[src/rtl/md5_pkg.sv]
// Shared MD5 padder types: block word layout, padder FSM states and padding constants.
package md5_pkg;

  typedef logic [31:0] word_t;
  typedef word_t [0:15] block_t;

  typedef enum logic [2:0] {
    StIdle,
    StLoad,
    StPad80,
    StZero,
    StLen,
    StEmit
  } pad_state_e;

  localparam int unsigned MD5_BLK_BYTES = 64;
  localparam int unsigned MD5_LEN_OFS   = 56;
  localparam logic [7:0]  MD5_PAD_BYTE  = 8'h80;

endpackage

[src/rtl/md5_byte_packer.sv]
// Single 512-bit block buffer: byte writes land little-endian at a byte offset, the
// length write fills M[14]/M[15] in one cycle, and clear zeroes the whole buffer.
module md5_byte_packer
  import md5_pkg::*;
(
  input  logic        i_clk,
  input  logic        i_rst,
  input  logic        i_clr,
  input  logic        i_we,
  input  logic [5:0]  i_ofs,
  input  logic [7:0]  i_byte,
  input  logic        i_len_we,
  input  logic [63:0] i_len,
  output block_t      o_blk
);

  block_t r_blk;

  always_ff @(posedge i_clk or posedge i_rst) begin
    if (i_rst) begin
      r_blk <= '0;
    end else if (i_clr) begin
      r_blk <= '0;
    end else begin
      // Byte 4k+j of the block sits in bits [8j+7:8j] of word k.
      if (i_we) r_blk[i_ofs[5:2]][{i_ofs[1:0], 3'b000} +: 8] <= i_byte;
      if (i_len_we) begin
        r_blk[14] <= i_len[31:0];
        r_blk[15] <= i_len[63:32];
      end
    end
  end

  assign o_blk = r_blk;

endmodule

[src/rtl/md5_msg_padder.sv]
// MD5 message padder: packs a byte stream into 512-bit blocks with 0x80/zero/length padding.
// Define MD5_PAD_LEN_OUT_EN to expose the final message bit length on msg_bits_o.
module md5_msg_padder
  import md5_pkg::*;
#(
  parameter int unsigned N     = 32,
  parameter int unsigned LEN_W = 64
) (
  input  logic                 clk_i,
  input  logic                 rst_i,
  input  logic [7:0]           byte_i,
  input  logic                 byte_valid_i,
  input  logic                 byte_last_i,
  input  logic                 byte_empty_i,
  output logic                 byte_ready_o,
  output logic [0:15][N-1:0]   blk_o,
  output logic                 blk_valid_o,
  output logic                 blk_last_o,
  input  logic                 blk_ready_i,
  output logic                 busy_o
`ifdef MD5_PAD_LEN_OUT_EN
  ,
  output logic [LEN_W-1:0]     msg_bits_o
`endif
);

  pad_state_e       r_state, w_state_d, r_ret, w_ret_d;
  logic [5:0]       r_ofs, w_ofs_d, w_ofs_inc;
  logic [LEN_W-1:0] r_bitlen, w_bitlen_d;
  logic             r_fill, w_fill_d;
  logic             r_valid, w_valid_d;
  logic             r_last, w_last_d;
  logic             w_accept, w_we, w_len_we, w_clr;
  logic [7:0]       w_data;
  block_t           w_blk;

  assign byte_ready_o = (r_state == StIdle || r_state == StLoad) && !r_valid;
  assign w_accept     = byte_valid_i && byte_ready_o;
  assign w_ofs_inc    = r_ofs + 6'd1;

  always_comb begin
    w_state_d  = r_state;
    w_ret_d    = r_ret;
    w_ofs_d    = r_ofs;
    w_bitlen_d = r_bitlen;
    w_fill_d   = r_fill;
    w_valid_d  = r_valid;
    w_last_d   = r_last;
    w_we       = 1'b0;
    w_data     = byte_i;
    w_len_we   = 1'b0;
    w_clr      = 1'b0;
    unique case (r_state)
      StIdle, StLoad: begin
        if (w_accept) begin
          if (byte_last_i && byte_empty_i) begin
            w_state_d = StPad80;
          end else begin
            w_we       = 1'b1;
            w_ofs_d    = w_ofs_inc;
            w_bitlen_d = r_bitlen + LEN_W'(8);
            if (r_ofs == 6'(MD5_BLK_BYTES - 1)) begin
              // Full block: emit it first, padding resumes afterwards if this was the last byte.
              w_state_d = StEmit;
              w_valid_d = 1'b1;
              w_last_d  = 1'b0;
              w_ret_d   = byte_last_i ? StPad80 : StLoad;
            end else begin
              w_state_d = byte_last_i ? StPad80 : StLoad;
            end
          end
        end
      end
      StPad80: begin
        w_we    = 1'b1;
        w_data  = MD5_PAD_BYTE;
        w_ofs_d = w_ofs_inc;
        if (w_ofs_inc == 6'd0) begin
          w_state_d = StEmit;
          w_valid_d = 1'b1;
          w_last_d  = 1'b0;
          w_ret_d   = StZero;
        end else if (w_ofs_inc > 6'(MD5_LEN_OFS)) begin
          w_state_d = StZero;
          w_fill_d  = 1'b1;
        end else if (w_ofs_inc == 6'(MD5_LEN_OFS)) begin
          w_state_d = StLen;
        end else begin
          w_state_d = StZero;
        end
      end
      StZero: begin
        w_we    = 1'b1;
        w_data  = 8'h00;
        w_ofs_d = w_ofs_inc;
        if (r_fill) begin
          if (r_ofs == 6'(MD5_BLK_BYTES - 1)) begin
            w_state_d = StEmit;
            w_valid_d = 1'b1;
            w_last_d  = 1'b0;
            w_ret_d   = StZero;
            w_fill_d  = 1'b0;
          end
        end else if (r_ofs == 6'(MD5_LEN_OFS - 1)) begin
          w_state_d = StLen;
        end
      end
      StLen: begin
        w_len_we  = 1'b1;
        w_state_d = StEmit;
        w_valid_d = 1'b1;
        w_last_d  = 1'b1;
      end
      StEmit: begin
        if (blk_ready_i) begin
          w_clr     = 1'b1;
          w_valid_d = 1'b0;
          w_last_d  = 1'b0;
          if (r_last) begin
            w_bitlen_d = '0;
            w_ofs_d    = '0;
            w_state_d  = StIdle;
          end else begin
            w_state_d = r_ret;
          end
        end
      end
      default: w_state_d = StIdle;
    endcase
  end

  always_ff @(posedge clk_i or posedge rst_i) begin
    if (rst_i) begin
      r_state  <= StIdle;
      r_ret    <= StLoad;
      r_ofs    <= '0;
      r_bitlen <= '0;
      r_fill   <= 1'b0;
      r_valid  <= 1'b0;
      r_last   <= 1'b0;
    end else begin
      r_state  <= w_state_d;
      r_ret    <= w_ret_d;
      r_ofs    <= w_ofs_d;
      r_bitlen <= w_bitlen_d;
      r_fill   <= w_fill_d;
      r_valid  <= w_valid_d;
      r_last   <= w_last_d;
    end
  end

  md5_byte_packer u_packer (
    .i_clk    (clk_i),
    .i_rst    (rst_i),
    .i_clr    (w_clr),
    .i_we     (w_we),
    .i_ofs    (r_ofs),
    .i_byte   (w_data),
    .i_len_we (w_len_we),
    .i_len    (64'(r_bitlen)),
    .o_blk    (w_blk)
  );

  assign blk_o       = w_blk;
  assign blk_valid_o = r_valid;
  assign blk_last_o  = r_last;
  assign busy_o      = (r_state != StIdle);

`ifdef MD5_PAD_LEN_OUT_EN
  logic [LEN_W-1:0] r_msg_bits;

  always_ff @(posedge clk_i or posedge rst_i) begin
    if (rst_i) begin
      r_msg_bits <= '0;
    end else if (w_len_we) begin
      r_msg_bits <= r_bitlen;
    end else if (w_clr && r_last) begin
      r_msg_bits <= '0;
    end
  end

  assign msg_bits_o = r_msg_bits;
`endif

endmodule

[config.mk]
export PLATFORM = sky130hd
export DESIGN_NAME = md5_msg_padder
export DESIGN_NICKNAME = d
export VERILOG_FILES = /design/src/rtl/md5_pkg.sv /design/src/rtl/md5_byte_packer.sv /design/src/rtl/md5_msg_padder.sv
export SDC_FILE = /design/constraint.sdc
export NUM_CORES = 1
export LEC_CHECK = 0
export ABC_AREA = 1
export CAP_MARGIN = 10
export CORE_MARGIN = 1
export CORE_UTILIZATION = 50
export CTS_CLUSTER_SIZE = 14
export DETAILED_ROUTE_END_ITERATION = 7
export GPL_TIMING_DRIVEN = 0
export PLACE_DENSITY = 0.78
export SYNTH_ARGS = -nofsm -noshare
export SYNTH_HDL_FRONTEND = slang
export SYNTH_HIERARCHICAL = 1
export SYNTH_SLANG_ARGS = --single-unit
[constraint.sdc]
create_clock -name clk_i -period 18 [get_ports clk_i]
set_input_delay 1.8 -clock clk_i [delete_from_list [all_inputs] [get_ports clk_i]]
set_output_delay 1.8 -clock clk_i [all_outputs]
set_load 0.01 [all_outputs]
==> summary.md, run 1 <==
| Metric | Value |
|---|---|
| DPL Wire Length | `75600 um` |
| Combinational power share | `42.7%` |
| Core area | `53080 um2` |
| Part of the power in the clock network | `21.1%` |
| Most frequent CP cell | `nand2_1` |
| Vert. Die Dim | `234.7 um` |
| Slowest stage cell, crit path | `o21ai_0` |
| Max incr delay on CP | `0.81 ns` |
| Critical R2R Launch | `r_state[2]$_DFFE_PP0P_` |
| Reg-to-Reg End | `u_packer/o_blk[247]$_DFFE_PP0P_` |
| Vias in the first global route | `25030` |
| Sw frac | `38.91%` |
| Max-cap violations | `0` |
| Worst Path Buf+Inv | `3` |
| Hold buffers post-CTS | `0` |
| Clk_skew | `0.03062 ns` |
| Period utilisation layout | `24.25%` |
| Sequential area share after synthesis | `54.26%` |
| Final core utilization | `66.82%` |
| Largest net degree at the start of global routing | `137` |
| Fin. max-slew vios | `0` |
| Post-Syn Instances | `3516` |
| # IOs | `530` |
| Lkg Pwr | `16.83 nW` |
| Design Area, Final | `35470 um2` |
| Worst Tran Pin Value | `1.181 ns` |
| Max VDD drop | `0.1020 mV` |
| Row count | `84` |
| Pre-CTS WS | `13.15 ns` |
| H-tree depth | `2` |
| Die area | `55080 um2` |
| Fin nets | `4136` |
| Part of the power in registers | `36.2%` |
| Synth area leader | `dfrtp_1` |
| Setup Fix Bufs, Post-CTS | `0` |
| Unique masters post-synth | `39` |
| RePlAce Congestion | `1.021` |
| Clk_lat worst skew | `0.65 ns` |
| Startpoint Class | `input pin` |
| DR iter-0 viols | `3441` |
| Yosys warning count | `6` |
| Number of vias per cell | `5.460` |
| Die X-Extent | `234.7 um` |
| Post-synthesis area per instance | `7.700 um2` |
| Worst R2R Path Depth | `10` |
| Pwr per Cell Area | `173.8 nW/um2` |
| Area share of the largest cell type after synthesis | `54.17%` |
| Critical Path AT | `4.85 ns` |
| First-pass DRT Iterations | `8` |
| NetSw | `2.398 mW` |
| Placed cell area | `33380 um2` |
| Final WS setup | `13.64 ns` |
| Port bufs | `529` |
| Hold Crit Class | `reg -> reg` |
| #FFs+latches synth | `587` |
| Final Hold Fails | `0` |
| Placed Cells incl. Taps | `4740` |
| Fraction of layout cells with a size suffix above 1 | `4.155%` |
| Initial Util | `51.01%` |
| Hold Path Stages | `2` |
| Final setup violating endpoints | `0` |
| Fin crit period | `4.365 ns` |
| Hold EP | `r_ret[0]$_DFFE_PP1P_` |
| Fmax | `229.1 MHz` |
| Non-filler cells, final | `4856` |
| Synth Cell Area | `27070 um2` |
| Crit path required time | `18.49 ns` |
| RSZ-0062 raised after global routing | `false` |
| Area Overhead vs Synth | `31.00%` |
| HP Start | `r_ret[0]$_DFFE_PP1P_` |
| Clock-pin slew on the worst setup and hold paths | `0.06 ns` |
| Clock Tree Buf Depth | `3` |
| Critical path fanouts, max | `10` |
| Clk sinks | `587` |
| Total GRT Usage | `36.63%` |
| # resized after CTS | `0` |
| CTS Buf Count | `61` |
| Slew headroom | `20.88%` |
| Routed Antenna Nets | `0` |
| Outcome | `completed` |
| CP endpoint kind | `register` |
| Area contributors post-synth | `dfrtp_1, nand2_1, o21ai_0, inv_1, nor2_1` |
| CTS Root Cell | `clkbuf_16` |
| Critical Path, Cell by Cell | `clkdlybuf4s50_1, nand2_1, nand3_1, nand2_1, buf_4, nand2_1, clkbuf_1, o21ai_0, o21ai_0` |
| Via Count | `26520` |
| CTS tree | `yes` |
| First-pass GRT wire length | `152900 um` |
| FF-to-FF setup slack | `14.60 ns` |
| Grt ovf | `0` |
| Top delay family on crit path | `buffers and inverters` |
| Initial antenna violation count | `4` |
| Internal power | `3.765 mW` |
| Crit Path Class | `in -> reg` |
| Routed WL per cell | `21.00 um` |
| DRC | `0` |
| Final wirelength | `102000 um` |
-- worst reg2reg max path, cell delays in order (launching register included) --
cell      delay (ns)
dfrtp_1         0.46
nor2_4          0.20
inv_2           0.08
nor2_1          0.13
nand3_1         0.12
nand2_1         0.29
buf_4           0.24
nand2_1         0.31
clkbuf_1        0.42
o21ai_0         0.81
o21ai_0         0.21
-- Yosys cell counts --
master / number
conb_1: 1
inv_1: 601
o21ai_2: 1
a2bb2oi_1: 1
dfrtp_1: 586
and2_1: 1
buf_6: 2
nand4_1: 42
nand4_2: 1
nand3_1: 112
o211ai_1: 2
o31ai_1: 4
a31oi_1: 1
nor3_4: 1
nor3_1: 32
nor2_4: 3
clkinv_1: 2
nand2_2: 6
buf_2: 22
o22ai_1: 3
clkbuf_1: 48
or2_2: 1
xor2_1: 8
buf_1: 5
buf_4: 10
nor2_1: 278
nor3_2: 9
nand2_4: 1
o21ai_0: 537
and3_1: 3
a211oi_1: 1
nor3b_1: 1
ha_1: 7
nor2_2: 10
nand2_1: 1136
dfstp_2: 1
a21oi_1: 19
inv_2: 5
o21ai_1: 12
-- cell usage in the layout (no fill, tap or decap), drive strengths merged --
cell              n
nor2            291
bufinv            5
or2               1
conb              3
clkdlybuf4s50   529
clkinv           13
and2              1
a2bb2oi           1
o21ai           550
clkbuf          142
o22ai             3
a211oi            1
a21oi            19
a31oi             1
and3              3
inv             606
clkinvlp          2
nor3             42
diode             4
nor3b             1
nand4            43
xor2              8
o211ai            2
dfstp             1
buf              44
nand2          1143
nand3           112
dfrtp           586
o31ai             4
ha                7
-- how the worst max path moves through the flow --
stage / end / slack (ns) / from / cells past startpoint
after floorplan: u_packer/o_blk[0]$_DFFE_PP0P_ / 1.90 / rst_i / 1
after global placement: u_packer/o_blk[325]$_DFFE_PP0P_ / -4.16 / rst_i / 2
after detailed placement: u_packer/o_blk[241]$_DFFE_PP0P_ / 13.15 / byte_last_i / 9
after CTS: u_packer/o_blk[247]$_DFFE_PP0P_ / 13.75 / byte_last_i / 9
after global routing: u_packer/o_blk[343]$_DFFE_PP0P_ / 13.54 / byte_last_i / 9
final: u_packer/o_blk[247]$_DFFE_PP0P_ / 13.64 / byte_last_i / 9
-- metrics by stage --
step	hold slack [ns]	TNS [ns]	power, mW
2_1_floorplan	0.4422	0	3.208
3_5_place_dp	0.4609	0	4.819
6_report	0.4652	0	6.163
3_3_place_gp	0.4530	-2087.12	4.772
5_1_grt	0.4919	0	6.433
4_1_cts	0.4704	0	6.140
-- power by group through the flow --
stage	clock, mW	combinational, mW	sequential, mW
detailed placement	0	2.58	2.24
CTS	1.31	2.60	2.23
global route	1.36	2.79	2.29
finish	1.30	2.63	2.23
global placement	0	2.54	2.23
floorplan	0	0.812	2.40
-- cells by family after synthesis --
group	Yosys count	synth area share (%)
DFF	587	54.26
adders and majority gates	7	0.3235
other	1	0.01385
AOI/OAI and AO/OA	581	10.85
buffers and inverters	695	9.932
and+or+nand+nor	1637	24.36
xor gates and xnor gates	8	0.2588
-- final cells by class --
| class | instances | area (um2) |
|---|---|---|
| fillers | 4288 | 17610 |
| clock buffers | 94 | 1802 |
| inverters | 608 | 2292 |
| clock inverters | 18 | 270.3 |
| flip-flops and latches | 587 | 14690 |
| well taps | 688 | 860.8 |
| multi-input cells | 2236 | 9701 |
| repair buffers | 534 | 5433 |
| plain buffers | 87 | 406.6 |
| diodes | 4 | 10.01 |
-- registers in the layout, indices dropped and copies added, names as in the netlist --
| signal | cells |
|---|---|
| r_bitlen | 61 |
| r_ofs | 6 |
| r_state | 3 |
| blk_last_o | 1 |
| blk_valid_o | 1 |
| u_packer/o_blk | 512 |
| r_ret | 2 |
| r_fill | 1 |
-- per-layer routing --
layer | up-vias | routed length (um) | track usage, %
li1 | 12080 | - | -
met2 | 1570 | 46190 | 57.95
met4 | 0 | 8366 | 26.14
met1 | 12470 | 37530 | 45.11
met3 | 388 | 9895 | 7.319
met5 | - | 0 | 0
Note: power is estimated with default switching activity, not from simulation.
==> run 2, diff against run 1 <==
Settings changed: CORE_UTILIZATION 50 to 47, PLACE_DENSITY 0.78 to 0.77.
Clock period 18 ns to 3.85 ns, I/O delays scaled along.
==> run 2 against run 1 <==
Compared with the run above:
- sequential share of layout area is 0.26 points lower
- clock-buffer cell count stayed put
- clock power grew to 4.7 times the previous value
- critical path type is now reg -> reg
- utilization is 3.8 points lower
- hold slack worse by 0.31 ns
- wire length is 4.4% higher
- non-clock buffer count is 11 higher
- total power grew to 4.7 times the previous value
- flip-flop and latch count stayed put
- cell count is 1.6% higher
==> summary.md, run 2 (synthesis results as in run 1) <==
| Metric | Value |
|---|---|
| Worst Tran Pin Value | `1.346 ns (was 1.181 ns)` |
| CP endpoint kind | `register (unchanged)` |
| Fraction of layout cells with a size suffix above 1 | `4.407% (was 4.155%)` |
| Grt ovf | `0 (unchanged)` |
| RePlAce Congestion | `0.9616 (was 1.021)` |
| Fmax | `288.0 MHz` |
| Most frequent cells in the layout | `nand2_1, inv_1, dfrtp_1, o21ai_0, clkdlybuf4s50_1 (unchanged)` |
| Number of flip-flops in the largest register | `512 (unchanged)` |
| Placed cell area | `33630 um2 (was 33380 um2)` |
| Number of vias per cell | `5.350 (was 5.460)` |
| Routed Antenna Nets | `0 (unchanged)` |
| Vert. Die Dim | `242 um (was 234.7 um)` |
| Crit Path Class | `reg -> reg (was in -> reg)` |
| CTS Buf Count | `60 (was 61)` |
| Fin nets | `4146 (was 4136)` |
| Final setup violating endpoints | `0 (unchanged)` |
| Final Hold Fails | `0 (unchanged)` |
| Hold Crit Class | `in -> async (was reg -> reg)` |
| Storage cell area | `14690 um2 (unchanged)` |
| Row count | `87 (was 84)` |
| Reg-to-Reg End | `u_packer/o_blk[405]$_DFFE_PP0P_ (was u_packer/o_blk[247]$_DFFE_PP0P_)` |
| H-tree depth | `2 (unchanged)` |
| Routed WL per cell | `21.58 um (was 21.00 um)` |
| Most common cell after layout, fill and taps aside | `nand2_1 (unchanged)` |
| DRC | `0 (unchanged)` |
| CTS tree | `yes (unchanged)` |
| First-pass GRT wire length | `157800 um (was 152900 um)` |
| RSZ-0062 raised after global routing | `false (unchanged)` |
| Startpoint Class | `register (was input pin)` |
| Hold buffers post-CTS | `0 (unchanged)` |
| Critical path fanouts, max | `10 (unchanged)` |
| Crit path required time | `4.34 ns (was 18.49 ns)` |
| Via Count | `26400 (was 26520)` |
| Pwr per Cell Area | `809.4 nW/um2 (was 173.8 nW/um2)` |
| Area of the multi-input gates | `9701 um2 (unchanged)` |
| Fin crit period | `3.473 ns` |
| Initial Util | `47.83% (was 51.01%)` |
| Period utilisation layout | `90.20%` |
| Worst hold slack | `0.1508 ns (was 0.4652 ns)` |
| CTS Root Cell | `clkbuf_16 (unchanged)` |
| Critical Path AT | `3.96 ns (was 4.85 ns)` |
| DPL Wire Length | `80700 um (was 75600 um)` |
| First-pass DRT Iterations | `6 (was 8)` |
| Lkg Pwr | `16.91 nW (was 16.83 nW)` |
| Slew headroom | `9.325% (was 20.88%)` |
| Final core utilization | `63.06% (was 66.82%)` |
| Fin. max-slew vios | `0 (unchanged)` |
| Design Area, Final | `35690 um2 (was 35470 um2)` |
| Clock Tree Buf Depth | `3 (unchanged)` |
| Fill cells | `4879 (was 4288)` |
| Max VDD drop | `0.4693 mV (was 0.1020 mV)` |
| Total GRT Usage | `35.87% (was 36.63%)` |
| Clock-pin slew on the worst setup and hold paths | `0.06 ns (about the same)` |
| Max-cap violations | `0 (unchanged)` |
| Final wirelength | `106500 um (was 102000 um)` |
| Area Overhead vs Synth | `31.84% (was 31.00%)` |
| Worst R2R Path Depth | `10 (unchanged)` |
| # IOs | `530 (unchanged)` |
| Critical R2R Launch | `r_state[2]$_DFFE_PP0P_ (unchanged)` |
| Die area | `58560 um2 (was 55080 um2)` |
| Setup Fix Bufs, Post-CTS | `0 (unchanged)` |
| Largest net degree at the start of global routing | `43 (was 137)` |
| Clk sinks | `587 (unchanged)` |
| Clk_lat worst skew | `0.66 ns (was 0.65 ns)` |
| Outcome | `completed (unchanged)` |
| Total Power | `28.89 mW (was 6.163 mW)` |
| # resized after CTS | `0 (unchanged)` |
| DR iter-0 viols | `2894 (was 3441)` |
| Port bufs | `529 (unchanged)` |
| Vias in the first global route | `24790 (was 25030)` |
| Initial antenna violation count | `3 (was 4)` |
| Die X-Extent | `242 um (was 234.7 um)` |
| FF-to-FF setup slack | `0.38 ns (was 14.60 ns)` |
| Core area | `56600 um2 (was 53080 um2)` |
| Clk_skew | `0.05064 ns (was 0.03062 ns)` |
[run 2: power by group]
| group | total (mW) | switching (mW) | leakage, nW | internal, mW |
|---|---|---|---|---|
| registers | 10.5 | 1.80 | 7.50 | 8.66 |
| clock network | 6.06 | 2.53 | 1.01 | 3.53 |
| logic | 12.4 | 6.96 | 8.40 | 5.40 |
[run 2: area by class of cell]
cell class	instances	share of cell area, %
Tap cell	756	2.650
Buffer	87	1.139
Clock inverter	18	0.7361
Antenna cell	3	0.02103
Clock buffer	94	5.016
Sequential cell	587	41.16
Inverter	608	6.411
Timing Repair Buffer	545	15.69
Multi-Input combinational cell	2236	27.18
[run 2: how the worst max path moves through the flow]
stage,from,end,depth (start not counted)
final,r_state[2]$_DFFE_PP0P_,u_packer/o_blk[405]$_DFFE_PP0P_,10
after global placement,rst_i,u_packer/o_blk[290]$_DFFE_PP0P_,2
after floorplan,rst_i,u_packer/o_blk[0]$_DFFE_PP0P_,1
after global routing,r_state[2]$_DFFE_PP0P_,u_packer/o_blk[406]$_DFFE_PP0P_,10
after CTS,r_state[2]$_DFFE_PP0P_,u_packer/o_blk[312]$_DFFE_PP0P_,10
after detailed placement,byte_last_i,u_packer/o_blk[312]$_DFFE_PP0P_,9
[run 2: worst max-delay path, stage by stage, from the launching register on]
cell      delay, ns
dfrtp_1        0.46
nor2_4         0.20
inv_2          0.08
nor2_1         0.17
nand3_1        0.12
nand2_1        0.27
buf_4          0.23
nand2_1        0.30
clkbuf_1       0.40
o21ai_0        0.88
o21ai_0        0.20
[run 2: per-layer routing]
metal / wire, um / part of all wire [%] / track usage [%] / vias to the layer above
li1: - / - / - / 12100
met1: 39680 / 37 / 44.46 / 12470
met2: 49050 / 46 / 57.25 / 1484
met3: 9690 / 9.1 / 6.813 / 345
met4: 8035 / 7.5 / 24.09 / 0
met5: 0 / 0 / 0 / -
[run 2: metrics by stage]
step | cells | setup slack (ns) | TNS [ns]
after floorplan | 3518 | -3.487 | -1785.51
after global placement | 4803 | -6.857 | -3475.59
after detailed placement | 4818 | 0.3934 | 0
after CTS | 4930 | 0.5236 | 0
after global routing | 4934 | 0.1577 | 0
final | 4934 | 0.3774 | 0
